File: src/rtl/wb_stage_gen.sv
// Write-back stage: registers a multi-lane MEM bundle, forms register-file writes,
// raises an exception flush and serializes committed writes into a debug-trace FIFO.
module wb_stage_gen #(
    parameter int unsigned LANES       = 2,
    parameter int unsigned TRACE_DEPTH = 8
) (
    input  logic                  clk,
    input  logic                  rst_n,
    input  logic                  mem_valid,
    output logic                  wb_allowin,
    input  logic [LANES-1:0]      mem_lane_v,
    input  logic [32*LANES-1:0]   mem_pc,
    input  logic [5*LANES-1:0]    mem_wnum,
    input  logic [2*LANES-1:0]    mem_sel,
    input  logic [3*LANES-1:0]    mem_ldcon,
    input  logic [2*LANES-1:0]    mem_adrl,
    input  logic [32*LANES-1:0]   mem_alu_data,
    input  logic [32*LANES-1:0]   mem_rdata,
    input  logic [LANES-1:0]      mem_exc,
    output logic [4*LANES-1:0]    rf_we,
    output logic [5*LANES-1:0]    rf_wnum,
    output logic [32*LANES-1:0]   rf_wdata,
    output logic                  flush,
    output logic [31:0]           flush_pc,
    output logic                  trace_valid,
    input  logic                  trace_ready,
    output logic [31:0]           trace_pc,
    output logic [3:0]            trace_wen,
    output logic [4:0]            trace_wnum,
    output logic [31:0]           trace_wdata
);

    localparam int unsigned AW = (TRACE_DEPTH > 1) ? $clog2(TRACE_DEPTH) : 1;
    localparam int unsigned CW = AW + 1;

    typedef struct packed {
        logic [31:0] pc;
        logic [3:0]  wen;
        logic [4:0]  wnum;
        logic [31:0] wdata;
    } trace_t;

    // Byte enables and aligned write data for one lane: {we[3:0], data[31:0]}
    function automatic logic [35:0] lane_result(
        input logic [1:0]  sel,
        input logic [2:0]  ldcon,
        input logic [1:0]  adrl,
        input logic [31:0] alu,
        input logic [31:0] rdata
    );
        logic [31:0] sh;
        logic [35:0] r;
        sh = rdata >> {adrl, 3'b000};
        r  = 36'd0;
        case (sel)
            2'd1: r = {4'hF, alu};
            2'd2: begin
                case (ldcon)
                    3'd0:    r = {4'hF, {{24{sh[7]}}, sh[7:0]}};
                    3'd1:    r = {4'hF, 24'd0, sh[7:0]};
                    3'd2:    r = {4'hF, {{16{sh[15]}}, sh[15:0]}};
                    3'd3:    r = {4'hF, 16'd0, sh[15:0]};
                    default: r = {4'hF, rdata};
                endcase
            end
            2'd3: begin
                if (ldcon == 3'd5) begin
                    r = {4'b1111 << (2'd3 - adrl), rdata << {(2'd3 - adrl), 3'b000}};
                end else begin
                    r = {4'b1111 >> adrl, sh};
                end
            end
            default: r = 36'd0;
        endcase
        return r;
    endfunction

    logic                  valid_q;
    logic [LANES-1:0]      lane_v_q;
    logic [32*LANES-1:0]   pc_q;
    logic [5*LANES-1:0]    wnum_q;
    logic [2*LANES-1:0]    sel_q;
    logic [3*LANES-1:0]    ldcon_q;
    logic [2*LANES-1:0]    adrl_q;
    logic [32*LANES-1:0]   alu_q;
    logic [32*LANES-1:0]   rdata_q;
    logic [LANES-1:0]      exc_q;

    logic [CW-1:0]         count_q;
    logic [AW-1:0]         wptr_q;
    logic [AW-1:0]         rptr_q;
    trace_t                fifo_q [TRACE_DEPTH];

    logic [LANES-1:0][3:0]    we_c;
    logic [LANES-1:0][31:0]   wd_c;
    logic [LANES-1:0]         push_c;
    logic [LANES-1:0][AW-1:0] slot_c;
    logic [CW-1:0]            n_commit_c;
    logic [CW-1:0]            n_push_c;
    logic [CW-1:0]            free_c;
    logic                     exc_seen_c;
    logic [31:0]              flush_pc_c;
    logic [35:0]              res_c;
    logic                     fire_c;
    logic                     pop_c;
    trace_t                   head_c;

    // Per-lane results; lanes from the oldest excepting lane onward are squashed
    always_comb begin
        we_c       = '0;
        wd_c       = '0;
        push_c     = '0;
        slot_c     = '0;
        n_commit_c = '0;
        n_push_c   = '0;
        exc_seen_c = 1'b0;
        flush_pc_c = '0;
        res_c      = '0;
        for (int i = 0; i < LANES; i++) begin
            if (exc_q[i] && !exc_seen_c) begin
                exc_seen_c = 1'b1;
                flush_pc_c = pc_q[32*i +: 32];
            end
            res_c   = lane_result(sel_q[2*i +: 2], ldcon_q[3*i +: 3], adrl_q[2*i +: 2],
                                  alu_q[32*i +: 32], rdata_q[32*i +: 32]);
            wd_c[i] = res_c[31:0];
            if (lane_v_q[i] && !exc_seen_c) begin
                n_commit_c = n_commit_c + CW'(1);
                if (sel_q[2*i +: 2] != 2'd0 && wnum_q[5*i +: 5] != 5'd0) begin
                    we_c[i]   = res_c[35:32];
                    push_c[i] = 1'b1;
                    slot_c[i] = wptr_q + AW'(n_push_c);
                    n_push_c  = n_push_c + CW'(1);
                end
            end
        end
    end

    // Fire only when the trace FIFO can absorb every committing lane
    assign free_c      = CW'(TRACE_DEPTH) - count_q;
    assign fire_c      = valid_q && (free_c >= n_commit_c);
    assign wb_allowin  = !valid_q || fire_c;
    assign trace_valid = (count_q != '0);
    assign pop_c       = trace_valid && trace_ready;

    always_comb begin
        rf_we    = '0;
        rf_wdata = '0;
        for (int i = 0; i < LANES; i++) begin
            rf_we[4*i +: 4]     = fire_c ? we_c[i] : 4'd0;
            rf_wdata[32*i +: 32] = wd_c[i];
        end
    end

    assign rf_wnum  = wnum_q;
    assign flush    = fire_c && exc_seen_c;
    assign flush_pc = flush_pc_c;

    assign head_c      = fifo_q[rptr_q];
    assign trace_pc    = head_c.pc;
    assign trace_wen   = head_c.wen;
    assign trace_wnum  = head_c.wnum;
    assign trace_wdata = head_c.wdata;

    // Control state with synchronous reset
    always_ff @(posedge clk) begin
        if (!rst_n) begin
            valid_q <= 1'b0;
            count_q <= '0;
            wptr_q  <= '0;
            rptr_q  <= '0;
        end else begin
            if (wb_allowin) valid_q <= mem_valid;
            if (fire_c) wptr_q <= wptr_q + AW'(n_push_c);
            if (pop_c) rptr_q <= rptr_q + AW'(1);
            count_q <= count_q + (fire_c ? n_push_c : CW'(0)) - (pop_c ? CW'(1) : CW'(0));
        end
    end

    // Bundle payload; qualified by valid_q so no reset needed
    always_ff @(posedge clk) begin
        if (wb_allowin && mem_valid) begin
            lane_v_q <= mem_lane_v;
            pc_q     <= mem_pc;
            wnum_q   <= mem_wnum;
            sel_q    <= mem_sel;
            ldcon_q  <= mem_ldcon;
            adrl_q   <= mem_adrl;
            alu_q    <= mem_alu_data;
            rdata_q  <= mem_rdata;
            exc_q    <= mem_exc;
        end
    end

    always_ff @(posedge clk) begin
        for (int i = 0; i < LANES; i++) begin
            if (fire_c && push_c[i]) begin
                fifo_q[slot_c[i]] <= {pc_q[32*i +: 32], we_c[i], wnum_q[5*i +: 5], wd_c[i]};
            end
        end
    end

endmodule
File: config.mk
export PLATFORM = sky130hd
export DESIGN_NAME = wb_stage_gen
export DESIGN_NICKNAME = d
export VERILOG_FILES = /design/src/rtl/wb_stage_gen.sv
export SDC_FILE = /design/constraint.sdc
export NUM_CORES = 1
export LEC_CHECK = 0
export CORE_ASPECT_RATIO = 1.4
export CORE_MARGIN = 2
export CORE_UTILIZATION = 40
export DETAILED_ROUTE_END_ITERATION = 10
export HOLD_SLACK_MARGIN = 0.08
export PLACE_DENSITY_LB_ADDON = 0.3
export SKIP_LAST_GASP = 1
export SYNTH_ARGS = -nofsm -noshare
export SYNTH_HDL_FRONTEND = slang
export SYNTH_SLANG_ARGS = --single-unit
File: constraint.sdc
create_clock -name clk -period 16.95 [get_ports clk]
set_input_delay 1.695 -clock clk [delete_from_list [all_inputs] [get_ports clk]]
set_output_delay 1.695 -clock clk [all_outputs]
set_load 0.02 [all_outputs]
==> flow_metrics.py, run 1 <==
metrics = {
    "run_status": {
        "status": "complete, but fails checks",
        "violations": "slew limit",
    },
    "global_routing": {
        "met1_usage_pct": 27.6,
        "met3_usage_pct": 3.15,
        "grt_pass1_vias": 26400,
        "overflow": 0,
        "grt_pass1_wl_mm": 179,
        "grt_use_total_pct": 23.5,
        "antenna_found_initial": 0,
        "grt_max_degree": 83,
        "busiest_layer": "met2",
        "use_met2_pct": 42.8,
    },
    "logic_synthesis": {
        "synth_common_cells": "edfxtp_1 (804), mux2_2 (391), mux2i_1 (318)",
        "synth-seq-cells": 818,
        "synth.net_count": 2732,
        "syn_area_per_cell_um2": 16.3,
        "synth_top_area_share_pct": 59.3,
        "ys_seq_area_share_pct": 60.0,
        "synthesis.area_mm2": 0.0407,
        "synth_area_leaders": "edfxtp_1 (59%), mux2_2 (11%), mux4_2 (8.4%)",
        "synth-async-reset-ratio_pct": 0,
        "synth_most_common_cell": "edfxtp_1",
        "synth_edf_count": 804,
        "netlist_instances": 2491,
        "yosysTopAreaCell": "edfxtp_1",
        "synth_cell_type_count": 74,
        "yosysWarningCount": 0,
        "synth_ff_type": "edfxtp_1",
    },
    "routing": {
        "dr.pass1.iters": 9,
        "drt_iter0_drc": 2205,
        "routedWlPerCell_um": 29.0,
        "drc": 0,
        "ant_nets": 0,
        "via_per_inst": 5.79,
        "wl_mm": 124,
        "num_vias": 24700,
    },
    "power_and_ir_drop": {
        "power.leakage_uw": 0.0170,
        "powerDensity_mw_per_mm2": 119,
        "ir_worst_vdd_mv": 0.0759,
        "finalPower_uw": 5810,
    },
    "final_layout": {
        "final_cells": 4265,
        "finish.instance_area_mm2": 0.0489,
        "syn_to_final_growth_pct": 20.1,
        "drive_gt1_share_pct": 27.5,
        "fin_util_pct": 48.4,
        "antennaDiodeCount": 0,
        "nNetsFinal": 3107,
    },
    "die": {
        "start_util_pct": 40.3,
        "die_w_um": 274,
        "core_mm2": 0.101,
        "die_h_um": 382,
        "rows": 138,
        "die_area_mm2": 0.104,
        "io_pins": 414,
    },
    "critical_path": {
        "reg2reg_depth": 10,
        "rrSetupSlack_ns": 11.93,
        "critPathMaxFanout": 18,
        "path_cells": "and3b_1 -> nand3_1 -> o21bai_1 -> a222oi_1 -> inv_1 -> clkdlybuf4s50_1",
        "rr_endpoint": "fifo_q[2][66]",
        "worstPathRequired_ns": 15.25,
        "critPathArrivalTime_ns": 4.77,
        "cp_slowest_cell": "a222oi_1",
        "crit_path_end_kind": "output pin",
        "crit_type": "reg2out",
        "max_stage_delay_ns": 1.24,
        "cp_num_buf_inv": 2,
        "crit_family": "compound AO/OA/AOI/OAI gates",
        "regToRegStartpoint": "exc_q[0]",
        "startpoint_type": "flop",
    },
    "placement": {
        "gp_congestion": 0.904,
        "placed_cells": 4106,
        "dp.final_hpwl_mm": 79.0,
        "portBuffers": 413,
        "placed_area_mm2": 0.0461,
    },
    "timing": {
        "setup_viol": 0,
        "rsz0062_at_grt": "no",
        "clock_skew_ns": 0.0289,
        "worstMarginPinSlew_ns": 1.51,
        "slew-limit-headroom_pct": -0.813,
        "setup_tns_ns": 0,
        "fmax_ghz": 0.155,
        "fin_crit_sh_pct": 38.2,
        "period_needed_ns": 6.47,
        "drv_slew": 9,
        "finalHoldViolCount": 0,
    },
    "worst_hold_path": {
        "hp-start": "rptr_q[1]",
        "hold_path_depth": 2,
        "hold_path.class": "reg2reg",
    },
    "clocking": {
        "root_buffer": "clkbuf_16",
        "cts_max_level": 3,
        "clkSlewWorstSetupHoldPaths_ns": 0.07,
        "cts_resized": 0,
        "cts_sinks": 818,
        "cts-hold-fix-buffers": 0,
        "clk_latency_ns": 0.68,
        "cts_buffer_depth": 3,
        "cts_tree": "yes",
        "cts_buffers": 85,
        "post_cts_buffers": 0,
    },
    "run": {
        "maxCapViolations": 0,
    },
}
-- cell usage in the layout, fill, tap and decap left out, types with 25 or more instances in the layout --
cell,count
a22o_1,40
nand3_1,34
nand2b_1,28
edfxtp_1,804
inv_1,87
o21ai_0,25
nand2_1,71
buf_4,68
mux2_2,391
clkdlybuf4s50_1,413
clkbuf_16,89
mux4_2,152
mux2i_1,318
nor2_1,46
-- worst reg2reg max path: stages, from the launching register on --
cell,delay (ns)
edfxtp_1,0.38
buf_4,0.31
nor3b_2,0.40
ha_1,0.30
ha_1,0.27
nand2b_1,0.10
a211o_1,0.20
o21a_1,0.27
nand2_1,0.47
o21bai_4,1.06
buf_4,0.85
-- how the worst max path moves through the flow --
stage / startpoint / end / slack [ns] / cells after the start
after global placement: flop / trace_wdata[29] / 11.20 / 5
after CTS: ldcon_q[4] / rf_wdata[37] / 10.40 / 6
after global routing: flop / trace_wdata[19] / 10.29 / 5
after detailed placement: ldcon_q[4] / rf_wdata[37] / 11.14 / 6
after floorplan: mem_valid / adrl_q[0] / 3.79 / 2
final: ldcon_q[4] / rf_wdata[36] / 10.48 / 6
-- power breakdown --
part           internal, µW  switching (µW)
sequential             2350             125
clock                  1070             812
combinational           702             750
-- final cells by class --
cell class	count	area, µm²
tap	1330	1660
clock buffer	104	2280
timing repair buffer	484	4660
fill	8551	52100
sequential	818	24400
multi-input combinational	1390	15100
inverter	87	327
clock inverter	52	462
-- sequential cells by signal, indices dropped and copies added (netlist names), 3 cells and up, named ones only --
name	flops
adrl_q	4
alu_q	64
count_q	4
fifo_q	584
ldcon_q	6
pc_q	64
rdata_q	64
rf_wnum	10
rptr_q	3
sel_q	4
wptr_q	3
-- cell families after synthesis --
logic type | share of synthesized area (%)
muxes | 27.2
and+or+nand+nor | 3.98
AOI/OAI and AO/OA | 4.68
buffers and inverters | 3.43
xor gates and xnor gates | 0.194
adders and majority gates | 0.559
DFF | 60.0
-- per-layer routing --
metal / routed length (µm) / vias up
met4: 4810 / 0
li1: - / 10700
met1: 46800 / 12800
met3: 6530 / 229
met2: 65400 / 986
met5: 0 / -
-- through the flow --
| step | setup WS [ns] | hold slack, ns |
|---|---|---|
| CTS | 10.40 | 0.546 |
| global placement | 11.20 | 0.521 |
| global route | 10.29 | 0.608 |
| detailed placement | 11.14 | 0.536 |
| floorplan | 3.79 | 0.513 |
| finish | 10.48 | 0.539 |
No activity file was read; power rests on OpenSTA's default activity.
==> run 2: changes to the inputs <==
- clock period: 16.95 -> 5.51 ns (I/O delays scaled with it)
==> run 2 against run 1 <==
Compared with the run above: the flow now finishes without violations; clock skew grew 0.0030 ns; worst hold slack lost 0.12 ns; sequential share of layout area shrank 0.34 points; sequential power grew to 3.1 times the previous value; combinational power grew to 3.1 times the previous value; wire length grew 1.0%; total power grew to 3.1 times the previous value; design area grew 0.69%; register-to-register slack lost 11 ns; global-route usage grew 0.29 points; non-clock buffer count grew 13; utilization grew 0.33 points; largest cell class unchanged.
==> flow_metrics.py, run 2 (synthesis results as in run 1) <==
metrics = {
    "global_routing": {
        "grt_pass1_vias": 26500,
        "met3_usage_pct": 3.26,
        "overflow": 0,
        "grt_max_degree": 82,
        "grt_pass1_wl_mm": 181,
        "met1_usage_pct": 27.1,
        "antenna_found_initial": 2,
        "busiest_layer": "met2",
        "use_met2_pct": 44.5,
        "grt_use_total_pct": 23.8,
    },
    "clocking": {
        "cts_buffers": 86,
        "cts_sinks": 818,
        "cts_resized": 0,
        "clk_latency_ns": 0.69,
        "cts_tree": "yes",
        "clkSlewWorstSetupHoldPaths_ns": 0.06,
        "post_cts_buffers": 0,
        "cts_buffer_depth": 3,
        "cts_max_level": 3,
        "root_buffer": "clkbuf_16",
        "cts-hold-fix-buffers": 0,
    },
    "timing": {
        "setup_tns_ns": 0,
        "drv_slew": 0,
        "setup_ws_ns": 0.615,
        "period_needed_ns": 4.90,
        "fin_crit_sh_pct": 88.8,
        "rsz0062_at_grt": "no",
        "fmax_ghz": 0.204,
        "worstMarginPinSlew_ns": 1.13,
        "slew-limit-headroom_pct": 24.8,
        "clock_skew_ns": 0.0319,
        "finalHoldViolCount": 0,
        "setup_viol": 0,
    },
    "critical_path": {
        "critPathMaxFanout": 30,
        "path_common_cell": "a2111oi_4",
        "reg2reg_depth": 11,
        "worstPathRequired_ns": 4.96,
        "crit_type": "reg2out",
        "regToRegStartpoint": "exc_q[0]",
        "path_cells": "nor2b_1 -> o32a_4 -> a2111oi_4 -> buf_4 -> a2111oi_4 -> inv_1 -> clkdlybuf4s50_1",
        "cp_slowest_cell": "a2111oi_4",
        "crit_path_end_kind": "output pin",
        "critPathArrivalTime_ns": 4.34,
        "max_stage_delay_ns": 0.99,
        "rrSetupSlack_ns": 1.26,
        "startpoint_type": "flop",
        "rr_endpoint": "fifo_q[1][63]",
    },
    "routing": {
        "drt_iter0_drc": 2115,
        "routedWlPerCell_um": 29.2,
        "wl_mm": 125,
        "dr.pass1.iters": 7,
        "num_vias": 24800,
        "via_per_inst": 5.80,
        "ant_nets": 0,
        "drc": 0,
    },
    "power_and_ir_drop": {
        "powerDensity_mw_per_mm2": 366,
        "ir_worst_vdd_mv": 0.283,
        "finalPower_uw": 18000,
        "power.leakage_uw": 0.0171,
    },
    "run_status": {
        "status": "complete, no violations",
    },
    "die": {
        "die_w_um": 274,
        "io_pins": 414,
        "rows": 138,
        "die_area_mm2": 0.104,
        "start_util_pct": 40.3,
        "core_mm2": 0.101,
        "die_h_um": 382,
    },
    "placement": {
        "dp.final_hpwl_mm": 79.7,
        "portBuffers": 413,
        "gp_congestion": 0.918,
        "pre_cts_slack_ns": 1.34,
        "placed_cells": 4122,
    },
    "final_layout": {
        "final_cells": 4276,
        "nNetsFinal": 3121,
        "drive_gt1_share_pct": 27.9,
        "fin_util_pct": 48.8,
        "antennaDiodeCount": 0,
        "layout_common_cells": "edfxtp_1 (804), clkdlybuf4s50_1 (413), mux2_2 (391)",
        "mostFrequentLayoutCell": "edfxtp_1",
        "largest_reg_flops": 584,
        "syn_to_final_growth_pct": 20.9,
    },
    "worst_hold_path": {
        "whs_endpoint": "alu_q[29]",
        "hold_path_depth": 1,
        "hp-start": "mem_alu_data[29]",
        "hold_path.class": "in2reg",
    },
    "run": {
        "maxCapViolations": 0,
    },
}
run 2: stage by stage:
| stage | hold WS [ns] | instance area (µm²) |
|---|---|---|
| 6_report | 0.416 | 49200 |
| 5_1_grt | 0.406 | 49200 |
| 4_1_cts | 0.380 | 49200 |
| 3_5_place_dp | 0.540 | 46500 |
| 3_3_place_gp | 0.521 | 46500 |
| 2_1_floorplan | 0.513 | 40800 |
run 2: power breakdown:
part           internal [µW]  leakage [µW]  switching (µW)
Clock                   3360       0.00134            2480
Sequential              7230       0.00756             400
Combinational           2210       0.00823            2350
run 2: worst max-delay path by stage:
| stage | start | endpoint | slack (ns) | depth (start not counted) |
|---|---|---|---|---|
| after global routing | ldcon_q[5] | rf_wdata[37] | 0.37 | 7 |
| after floorplan | exc_q[0] | fifo_q[4][0] | -0.38 | 9 |
| final | adrl_q[1] | rf_wdata[27] | 0.61 | 7 |
| after CTS | adrl_q[1] | rf_wdata[27] | 0.59 | 7 |
| after detailed placement | adrl_q[1] | rf_wdata[27] | 1.34 | 7 |
| after global placement | adrl_q[1] | rf_wdata[27] | 1.31 | 7 |
run 2: critical path: cells and delay by family (launching register included):
kind / cells / cell delay, ns
and+or+nand+nor: 1 / 0.32
DFF: 1 / 0.82
AOI/OAI and AO/OA: 3 / 1.39
buffers and inverters: 3 / 1.12
run 2: metal layers:
metal  vias to the layer above  part of all wire, %
met5                         -                0.010
met4                         2                  3.5
met3                       204                  5.1
met2                       925                   54
met1                     13000                   37
li1                      10700                    -
run 2: cell type report:
type | count | area [µm²]
well taps | 1330 | 1660
multi-input cells | 1390 | 15100
fillers | 8505 | 51800
flip-flops and latches | 818 | 24400
clock buffers | 104 | 2260
inverters | 87 | 327
repair buffers | 497 | 4950
clock inverters | 50 | 523
